File: src/rtl/apb_uart_tx.sv
// APB-attached UART transmitter: byte FIFO feeding an 8N1 serialiser with a programmable baud divisor.
// Optional even-parity bit between data and stop is enabled by defining UART_TX_PARITY_EN.
module apb_uart_tx #(
    parameter int          FIFO_DEPTH   = 8,
    parameter logic [15:0] BAUD_DIV_RST = 16'd868
) (
    input  logic        PCLK,
    input  logic        PRESETn,
    input  logic        PSEL,
    input  logic        PENABLE,
    input  logic        PWRITE,
    input  logic [4:0]  PADDR,
    input  logic [31:0] PWDATA,
    output logic [31:0] PRDATA,
    output logic        PREADY,
    output logic        tx,
    output logic        tx_busy
);

    localparam int PTR_W = (FIFO_DEPTH > 1) ? $clog2(FIFO_DEPTH) : 1;
    localparam int CNT_W = PTR_W + 1;

    typedef enum logic [2:0] {
        ST_IDLE   = 3'd0,
        ST_START  = 3'd1,
        ST_DATA   = 3'd2,
`ifdef UART_TX_PARITY_EN
        ST_PARITY = 3'd3,
`endif
        ST_STOP   = 3'd4
    } state_t;

`ifdef UART_TX_PARITY_EN
    function automatic logic even_parity(input logic [7:0] d);
        return ^d;
    endfunction
`endif

    logic [7:0]       fifo_mem_r [FIFO_DEPTH];
    logic [PTR_W-1:0] wr_ptr_r;
    logic [PTR_W-1:0] rd_ptr_r;
    logic [CNT_W-1:0] count_r;
    logic [15:0]      baud_div_r;
    state_t           state_r;
    logic [15:0]      bit_cnt_r;
    logic [2:0]       bit_idx_r;
    logic [7:0]       shift_r;
    logic             tx_r;

    logic        access_s;
    logic        full_s;
    logic        empty_s;
    logic        stall_s;
    logic        push_s;
    logic        pop_s;
    logic        baud_wr_s;
    logic        pready_s;
    logic [31:0] prdata_s;
    logic [31:0] status_s;
    logic [6:0]  count7_s;
    logic        parity_flag_s;
    logic [15:0] reload_s;
    logic [2:0]  next_idx_s;
    logic        unused_s;

    assign access_s  = PSEL & PENABLE;
    assign full_s    = (count_r == CNT_W'(FIFO_DEPTH));
    assign empty_s   = (count_r == {CNT_W{1'b0}});
    // Full is judged on the registered count, so a same-cycle pop does not release a stalled write.
    assign stall_s   = access_s & PWRITE & (PADDR == 5'd0) & full_s;
    assign push_s    = access_s & PWRITE & (PADDR == 5'd0) & ~full_s;
    assign pop_s     = (state_r == ST_IDLE) & ~empty_s;
    assign baud_wr_s = access_s & PWRITE & (PADDR == 5'd2);
    assign reload_s  = (baud_div_r == 16'd0) ? 16'd0 : (baud_div_r - 16'd1);
    assign next_idx_s = bit_idx_r + 3'd1;
    assign count7_s  = 7'(count_r);
    assign unused_s  = ^PWDATA[31:16];

`ifdef UART_TX_PARITY_EN
    assign parity_flag_s = 1'b1;
`else
    assign parity_flag_s = 1'b0;
`endif

    assign status_s = {21'd0, parity_flag_s, count7_s, (state_r != ST_IDLE), empty_s, full_s};

    // Access-phase ready: wait states only for a TXDATA write into a full FIFO.
    always_comb begin
        pready_s = 1'b0;
        if (access_s) begin
            pready_s = ~stall_s;
        end else begin
            pready_s = 1'b0;
        end
    end

    // Read data mux, driven only during a read access phase.
    always_comb begin
        prdata_s = 32'd0;
        if (access_s && !PWRITE) begin
            case (PADDR)
                5'd1:    prdata_s = status_s;
                5'd2:    prdata_s = {16'd0, baud_div_r};
                default: prdata_s = 32'd0;
            endcase
        end else begin
            prdata_s = 32'd0;
        end
    end

    assign PREADY  = pready_s;
    assign PRDATA  = prdata_s;
    assign tx      = tx_r;
    assign tx_busy = (state_r != ST_IDLE) | ~empty_s;

    // Baud divisor register.
    always_ff @(posedge PCLK or negedge PRESETn) begin
        if (!PRESETn) begin
            baud_div_r <= BAUD_DIV_RST;
        end else if (baud_wr_s) begin
            baud_div_r <= PWDATA[15:0];
        end
    end

    // FIFO storage; contents are don't-care once the pointers are reset.
    always_ff @(posedge PCLK) begin
        if (push_s) begin
            fifo_mem_r[wr_ptr_r] <= PWDATA[7:0];
        end
    end

    // FIFO pointers and occupancy.
    always_ff @(posedge PCLK or negedge PRESETn) begin
        if (!PRESETn) begin
            wr_ptr_r <= {PTR_W{1'b0}};
            rd_ptr_r <= {PTR_W{1'b0}};
            count_r  <= {CNT_W{1'b0}};
        end else begin
            if (push_s) begin
                wr_ptr_r <= wr_ptr_r + PTR_W'(1);
            end
            if (pop_s) begin
                rd_ptr_r <= rd_ptr_r + PTR_W'(1);
            end
            case ({push_s, pop_s})
                2'b10:   count_r <= count_r + CNT_W'(1);
                2'b01:   count_r <= count_r - CNT_W'(1);
                default: count_r <= count_r;
            endcase
        end
    end

    // Transmit FSM; the divisor is sampled at each bit boundary so mid-frame changes apply to the next bit.
    always_ff @(posedge PCLK or negedge PRESETn) begin
        if (!PRESETn) begin
            state_r   <= ST_IDLE;
            tx_r      <= 1'b1;
            bit_cnt_r <= 16'd0;
            bit_idx_r <= 3'd0;
            shift_r   <= 8'd0;
        end else begin
            case (state_r)
                ST_IDLE: begin
                    tx_r <= 1'b1;
                    if (!empty_s) begin
                        shift_r   <= fifo_mem_r[rd_ptr_r];
                        tx_r      <= 1'b0;
                        bit_cnt_r <= reload_s;
                        state_r   <= ST_START;
                    end
                end
                ST_START: begin
                    if (bit_cnt_r == 16'd0) begin
                        bit_cnt_r <= reload_s;
                        bit_idx_r <= 3'd0;
                        tx_r      <= shift_r[0];
                        state_r   <= ST_DATA;
                    end else begin
                        bit_cnt_r <= bit_cnt_r - 16'd1;
                    end
                end
                ST_DATA: begin
                    if (bit_cnt_r == 16'd0) begin
                        bit_cnt_r <= reload_s;
                        if (bit_idx_r == 3'd7) begin
`ifdef UART_TX_PARITY_EN
                            tx_r    <= even_parity(shift_r);
                            state_r <= ST_PARITY;
`else
                            tx_r    <= 1'b1;
                            state_r <= ST_STOP;
`endif
                        end else begin
                            bit_idx_r <= next_idx_s;
                            tx_r      <= shift_r[next_idx_s];
                        end
                    end else begin
                        bit_cnt_r <= bit_cnt_r - 16'd1;
                    end
                end
`ifdef UART_TX_PARITY_EN
                ST_PARITY: begin
                    if (bit_cnt_r == 16'd0) begin
                        bit_cnt_r <= reload_s;
                        tx_r      <= 1'b1;
                        state_r   <= ST_STOP;
                    end else begin
                        bit_cnt_r <= bit_cnt_r - 16'd1;
                    end
                end
`endif
                ST_STOP: begin
                    if (bit_cnt_r == 16'd0) begin
                        tx_r    <= 1'b1;
                        state_r <= ST_IDLE;
                    end else begin
                        bit_cnt_r <= bit_cnt_r - 16'd1;
                    end
                end
                default: begin
                    tx_r    <= 1'b1;
                    state_r <= ST_IDLE;
                end
            endcase
        end
    end

endmodule
File: config.mk
export PLATFORM = sky130hd
export DESIGN_NAME = apb_uart_tx
export DESIGN_NICKNAME = d
export VERILOG_FILES = /design/src/rtl/apb_uart_tx.sv
export SDC_FILE = /design/constraint.sdc
export NUM_CORES = 1
export LEC_CHECK = 0
export ABC_AREA = 0
export CAP_MARGIN = 20
export CORE_MARGIN = 2
export CORE_UTILIZATION = 50
export DETAILED_ROUTE_END_ITERATION = 7
export PLACE_DENSITY = 0.73
export SLEW_MARGIN = 20
export SYNTH_ARGS = -nofsm -noshare
export SYNTH_HDL_FRONTEND = slang
export SYNTH_SLANG_ARGS = --single-unit
File: constraint.sdc
create_clock -name PCLK -period 3.3 [get_ports PCLK]
set_clock_uncertainty 0.2 [all_clocks]
set_input_delay 0.495 -clock PCLK [delete_from_list [all_inputs] [get_ports PCLK]]
set_output_delay 0.495 -clock PCLK [all_outputs]
set_load 0.01 [all_outputs]
==> results.json, run 1 <==
{
  "status": "finished, final reports clean",
  "stdcell_count": 706,
  "drtAntennaViolNets": 0,
  "dieArea_um2": 13000,
  "grt_start_max_net_pins": 38,
  "layout-drive-gt1-share": 0.193,
  "preCtsSetupSlack_ps": -46.7,
  "drt-initial-drc-count": 229,
  "place_hpwl_um": 8920,
  "cts-root-buf": "clkbuf_16",
  "clockBufferDepth": 2,
  "r2r_start": "bit_cnt_r[0]",
  "dr_total_vias": 4151,
  "mostFrequentLayoutCells": "edfxtp_1 (64), dfrtp_1 (51), clkdlybuf4s50_1 (43), nor2_1 (40), nand2_1 (30)",
  "endpoint": "PRDATA[14]",
  "drv_slew": 0,
  "synthesis.area_um2": 6050,
  "ys.warnings.count": 0,
  "async_reset_ff_frac": 0.471,
  "synth_edf_count": 64,
  "fin_hold_ws_ps": 274,
  "peakVddDrop_uv": 399,
  "hold_violations": 0,
  "start_util": 0.508,
  "p_per_area_nw_per_um2": 693,
  "ys_ff_latch": 121,
  "wirelength_um": 12800,
  "area_growth_pct": 19.5,
  "relSlewSlack": 0.419,
  "cap_violations": 0,
  "grt_pass1_vias": 4059,
  "insertion_delay_ps": 410,
  "routedWlPerCell_um": 18.1,
  "rsz0062_at_grt": "false",
  "cts_setup_buffers": 0,
  "fmax_mhz": 324,
  "yosys_most_used_dff": "edfxtp_1",
  "arrival_ps": 2390,
  "cp_max_fo": 9,
  "cts.sinks": 121,
  "finalWorstSetupSlack_ps": 216,
  "io_pins": 77,
  "placed_cells": 673,
  "die_width_um": 114,
  "clkTransAtPathRegs_ps": 60,
  "core-area_um2": 11900,
  "period_needed_ps": 3080,
  "cts_tree": "built",
  "criticalPathCategory": "in2out",
  "post-route-period-util": 0.935,
  "tightestPinTransition_ps": 868,
  "die_height_um": 114,
  "syn_inst": 483,
  "cts_buffers": 17,
  "gp_congestion": 0.885,
  "cts_resized": 0,
  "io_buffers": 44,
  "ctsHoldBuffers": 1,
  "diodes": 0,
  "p_leak_nw": 2.83,
  "setup_violations": 0,
  "grt_usage": 0.210,
  "detail_route.first_pass.iterations": 5,
  "fillers": 911,
  "holdPathStages": 2,
  "synth-seq-area-share": 0.554,
  "viasPerCell": 5.88,
  "htree_levels": 4,
  "layout_commonest_cell": "edfxtp_1",
  "grt_first_pass_wirelength_um": 21000,
  "startpoint": "PADDR[3]",
  "ys_types": 64,
  "ff2ff_setup_slack_ps": 300,
  "avgSynthCellArea_um2": 12.5,
  "grt_overflow": 0,
  "drc": 0,
  "r2r_end": "bit_cnt_r[2]",
  "hp-class": "reg2reg",
  "antenna_found_initial": 0,
  "endpoint_kind": "primary output",
  "num_rows": 40,
  "required_ps": 2600,
  "layout.nets": 598,
  "rr_worst_depth": 7,
  "worstSetupStartpointType": "input pin"
}
Yosys cell counts, drive strengths merged (4+ instances only):
master	count	area [µm²]
xor2	8	70.1
mux4	18	405
nor4b	5	50.0
xnor2	10	87.6
dfrtp	51	1280
a22oi	9	67.6
or4	7	60.1
edfxtp	64	1920
nor3b	4	30.0
a21o	4	30.0
clkbuf	16	60.1
nand3	6	30.0
or3	5	32.5
buf	22	154
and2	14	87.6
a221o	6	61.3
ha	9	113
inv	12	45.0
a21oi	12	60.1
nand2b	7	43.8
mux2i	11	110
o21ai	21	105
nor4	11	75.1
nor2	40	150
o211ai	4	30.0
dfstp	6	158
nand2	30	113
nor3	12	60.1
mux2	20	225
sequential cells by signal, summed over array words and instances, names as in the netlist:
name and flops:
baud_div_r 16, bit_cnt_r 16, bit_idx_r 3, count_r 4
fifo_mem_r 64, rd_ptr_r 3, shift_r 8, state_r 3
tx 1, wr_ptr_r 3
layout make-up:
cell class	count	area [µm²]	share of cell area
Clock buffer	18	429	0.0593
Clock inverter	14	115	0.0159
Inverter	12	45.0	0.00623
Multi-Input combinational cell	327	2490	0.345
Sequential cell	121	3360	0.464
Tap cell	147	184	0.0254
Timing Repair Buffer	67	611	0.0844
critical path, stage by stage:
cell	delay, ps
clkdlybuf4s50_1	430
nor4_1	320
and2_1	190
inv_1	40
nor2_1	90
buf_4	150
and2_1	140
clkdlybuf4s50_1	530
worst min-delay path by stage:
stage / startpoint / slack [ps] / end
after global routing: shift_r[5] / 310 / shift_r[5]
final: shift_r[2] / 270 / shift_r[2]
after CTS: shift_r[2] / 280 / shift_r[2]
after floorplan: PRESETn / -0.6 / baud_div_r[0]
after detailed placement: shift_r[2] / 270 / shift_r[2]
after global placement: PRESETn / 260 / baud_div_r[10]
routing by layer:
metal  track usage  vias to the layer above  wire (µm)
li1              -                     1913          -
met1         0.282                     2065       5490
met2         0.345                      154       6340
met3        0.0478                       19        760
met4        0.0634                        0        169
met5             0                        -          0
cell families after synthesis:
logic type / share of synthesized area
buffers and inverters: 0.0428
adders and majority gates: 0.0236
muxes: 0.122
other: 0.000619
and+or+nand+nor: 0.143
xor gates and xnor gates: 0.0260
AOI/OAI and AO/OA: 0.0872
DFF: 0.554
stage by stage:
step           total power, mW   util  cell area (µm²)  TNS [ps]
3_5_place_dp              3.33  0.561             6680     -46.7
5_1_grt                   5.27  0.607             7230         0
4_1_cts                   5.03  0.607             7230         0
2_1_floorplan             2.99      -             6110         0
3_3_place_gp              3.28  0.561             6680         0
6_report                  5.01  0.607             7230         0
power by group:
group | internal, mW | switching (mW)
Combinational | 0.641 | 0.576
Clock | 0.974 | 0.716
Sequential | 1.81 | 0.295
Total | 3.42 | 1.59
No activity file was read; power rests on OpenSTA's default activity.
==> run 2, diff against run 1 <==
CORE_MARGIN = unset   (was 2)
DONT_BUFFER_PORTS = 1   (was unset)
PLACE_DENSITY = unset   (was 0.73)
SLEW_MARGIN = unset   (was 20)
==> results.json, run 2 (synthesized netlist as in run 1, its figures left out) <==
{
  "cts_buffers": 17,
  "combPwrFrac": 0.224,
  "dieArea_um2": 12600,
  "tightestPinTransition_ps": 855,
  "viasPerCell": 5.90,
  "criticalPathCategory": "reg2reg",
  "tns_ps": 0,
  "rsz0062_at_grt": "false",
  "die_width_um": 112,
  "routedWlPerCell_um": 19.6,
  "peakVddDrop_uv": 491,
  "period_needed_ps": 2840,
  "grt_overflow": 0,
  "arrival_ps": 2930,
  "insertion_delay_ps": 410,
  "cts-root-buf": "clkbuf_16",
  "io_pins": 77,
  "relSlewSlack": 0.428,
  "setup_violations": 0,
  "power_frac_clock": 0.354,
  "cts_setup_buffers": 0,
  "clkTransAtPathRegs_ps": 60,
  "required_ps": 3390,
  "grt_start_max_net_pins": 58,
  "ctsHoldBuffers": 10,
  "detail_route.first_pass.iterations": 6,
  "cts.sinks": 121,
  "wirelength_um": 13000,
  "largest-register": "fifo_mem_r",
  "diodes": 0,
  "hp-class": "in2reg",
  "layout_commonest_cell": "edfxtp_1",
  "fin_hold_ws_ps": 37.4,
  "grt_first_pass_wirelength_um": 21500,
  "io_buffers": 0,
  "gp_congestion": 0.840,
  "power.switching_mw": 1.54,
  "worstSetupStartpointType": "flip-flop",
  "fin_area_um2": 6930,
  "p_int_mw": 3.55,
  "placed_area_um2": 6240,
  "cts_tree": "built",
  "place_hpwl_um": 8740,
  "grt_usage": 0.227,
  "fmax_mhz": 352,
  "grt_pass1_vias": 4043,
  "drt-initial-drc-count": 312,
  "p_leak_nw": 2.72,
  "p_per_area_nw_per_um2": 735,
  "status": "finished with violations",
  "layout-drive-gt1-share": 0.201,
  "layout.nets": 561,
  "htree_levels": 4,
  "drtAntennaViolNets": 0,
  "die_height_um": 112,
  "hold_violations": 0,
  "num_rows": 39,
  "cp_max_fo": 7,
  "dr_total_vias": 3921,
  "cap_violations": 0,
  "start_util": 0.521,
  "clockBufferDepth": 2,
  "post-route-period-util": 0.860,
  "drv_slew": 0,
  "failed_checks": "DRC",
  "min-delay-start": "PWDATA[15]",
  "reg_top3": "fifo_mem_r (64), baud_div_r (16), bit_cnt_r (16)",
  "core-area_um2": 11600,
  "mostFrequentLayoutCells": "edfxtp_1 (64), dfrtp_1 (51), nor2_1 (40), nand2_1 (30), mux2_2 (20)",
  "r2r_start": "count_r[0]",
  "largest_reg_flops": 64,
  "endpoint_kind": "flip-flop",
  "startpoint": "count_r[0]",
  "switching_share": 0.303,
  "power_mw": 5.09,
  "antenna_found_initial": 0,
  "area_growth_pct": 14.5,
  "post-route-util": 0.597,
  "drc": 2,
  "seq_power_share": 0.422,
  "cts_resized": 0
}
run 2: cell count changes in the layout (fill, tap and decap cells not counted), sizes merged:
cell           previous run  this run
buf                      23        21
bufinv                    0         2
clkbuf                   18        19
clkdlybuf4s50            43         0
clkinv                    3         6
clkinvlp                  5         3
dlygate4sd3               1         9
inv                      18        14
run 2: worst max-delay path: stages (launching register included):
cell and delay (ps):
dfrtp_1 460, or4_1 630, nand2_1 120, inv_1 100, ha_1 230, ha_1 280
a21o_1 180, a21oi_1 180, xnor2_1 130, nor2_1 60, xor2_1 140
run 2: worst paths after layout:
path,depth (start not counted),to,slack [ps]
hold / removal,1,baud_div_r[15],40
min in group asynchronous,2,bit_cnt_r[4],480
setup / recovery,10,count_r[3],460
setup reg to reg,10,count_r[3],460
max in group asynchronous,2,tx,2110
hold reg to reg,2,shift_r[3],280
run 2: power by group through the flow:
stage / Clock [mW] / Combinational, mW / Sequential, mW
floorplan: 0 / 0.991 / 2.00
detailed placement: 0 / 1.10 / 2.17
global route: 1.90 / 1.27 / 2.20
CTS: 1.83 / 1.15 / 2.15
global placement: 0 / 1.08 / 2.17
finish: 1.80 / 1.14 / 2.15
run 2: through the flow:
step / setup slack, ps / instances
global route: 281 / 665
global placement: 414 / 623
finish: 462 / 665
detailed placement: 354 / 623
CTS: 436 / 665
floorplan: 288 / 498
run 2: area by class of cell:
class,count,area (µm²)
repair buffers,30,280
clock buffers,19,433
well taps,143,179
multi-input cells,327,2490
flip-flops and latches,121,3360
inverters,12,45.0
clock inverters,13,145
fillers,900,4680
run 2: routing by layer:
metal	vias up	track usage	share of wire	routed length, µm
met5	-	0	0	0
met4	0	0.0622	0.0091	118
met3	12	0.0524	0.047	612
met2	104	0.373	0.49	6350
met1	1959	0.307	0.46	5940
li1	1846	-	-	-
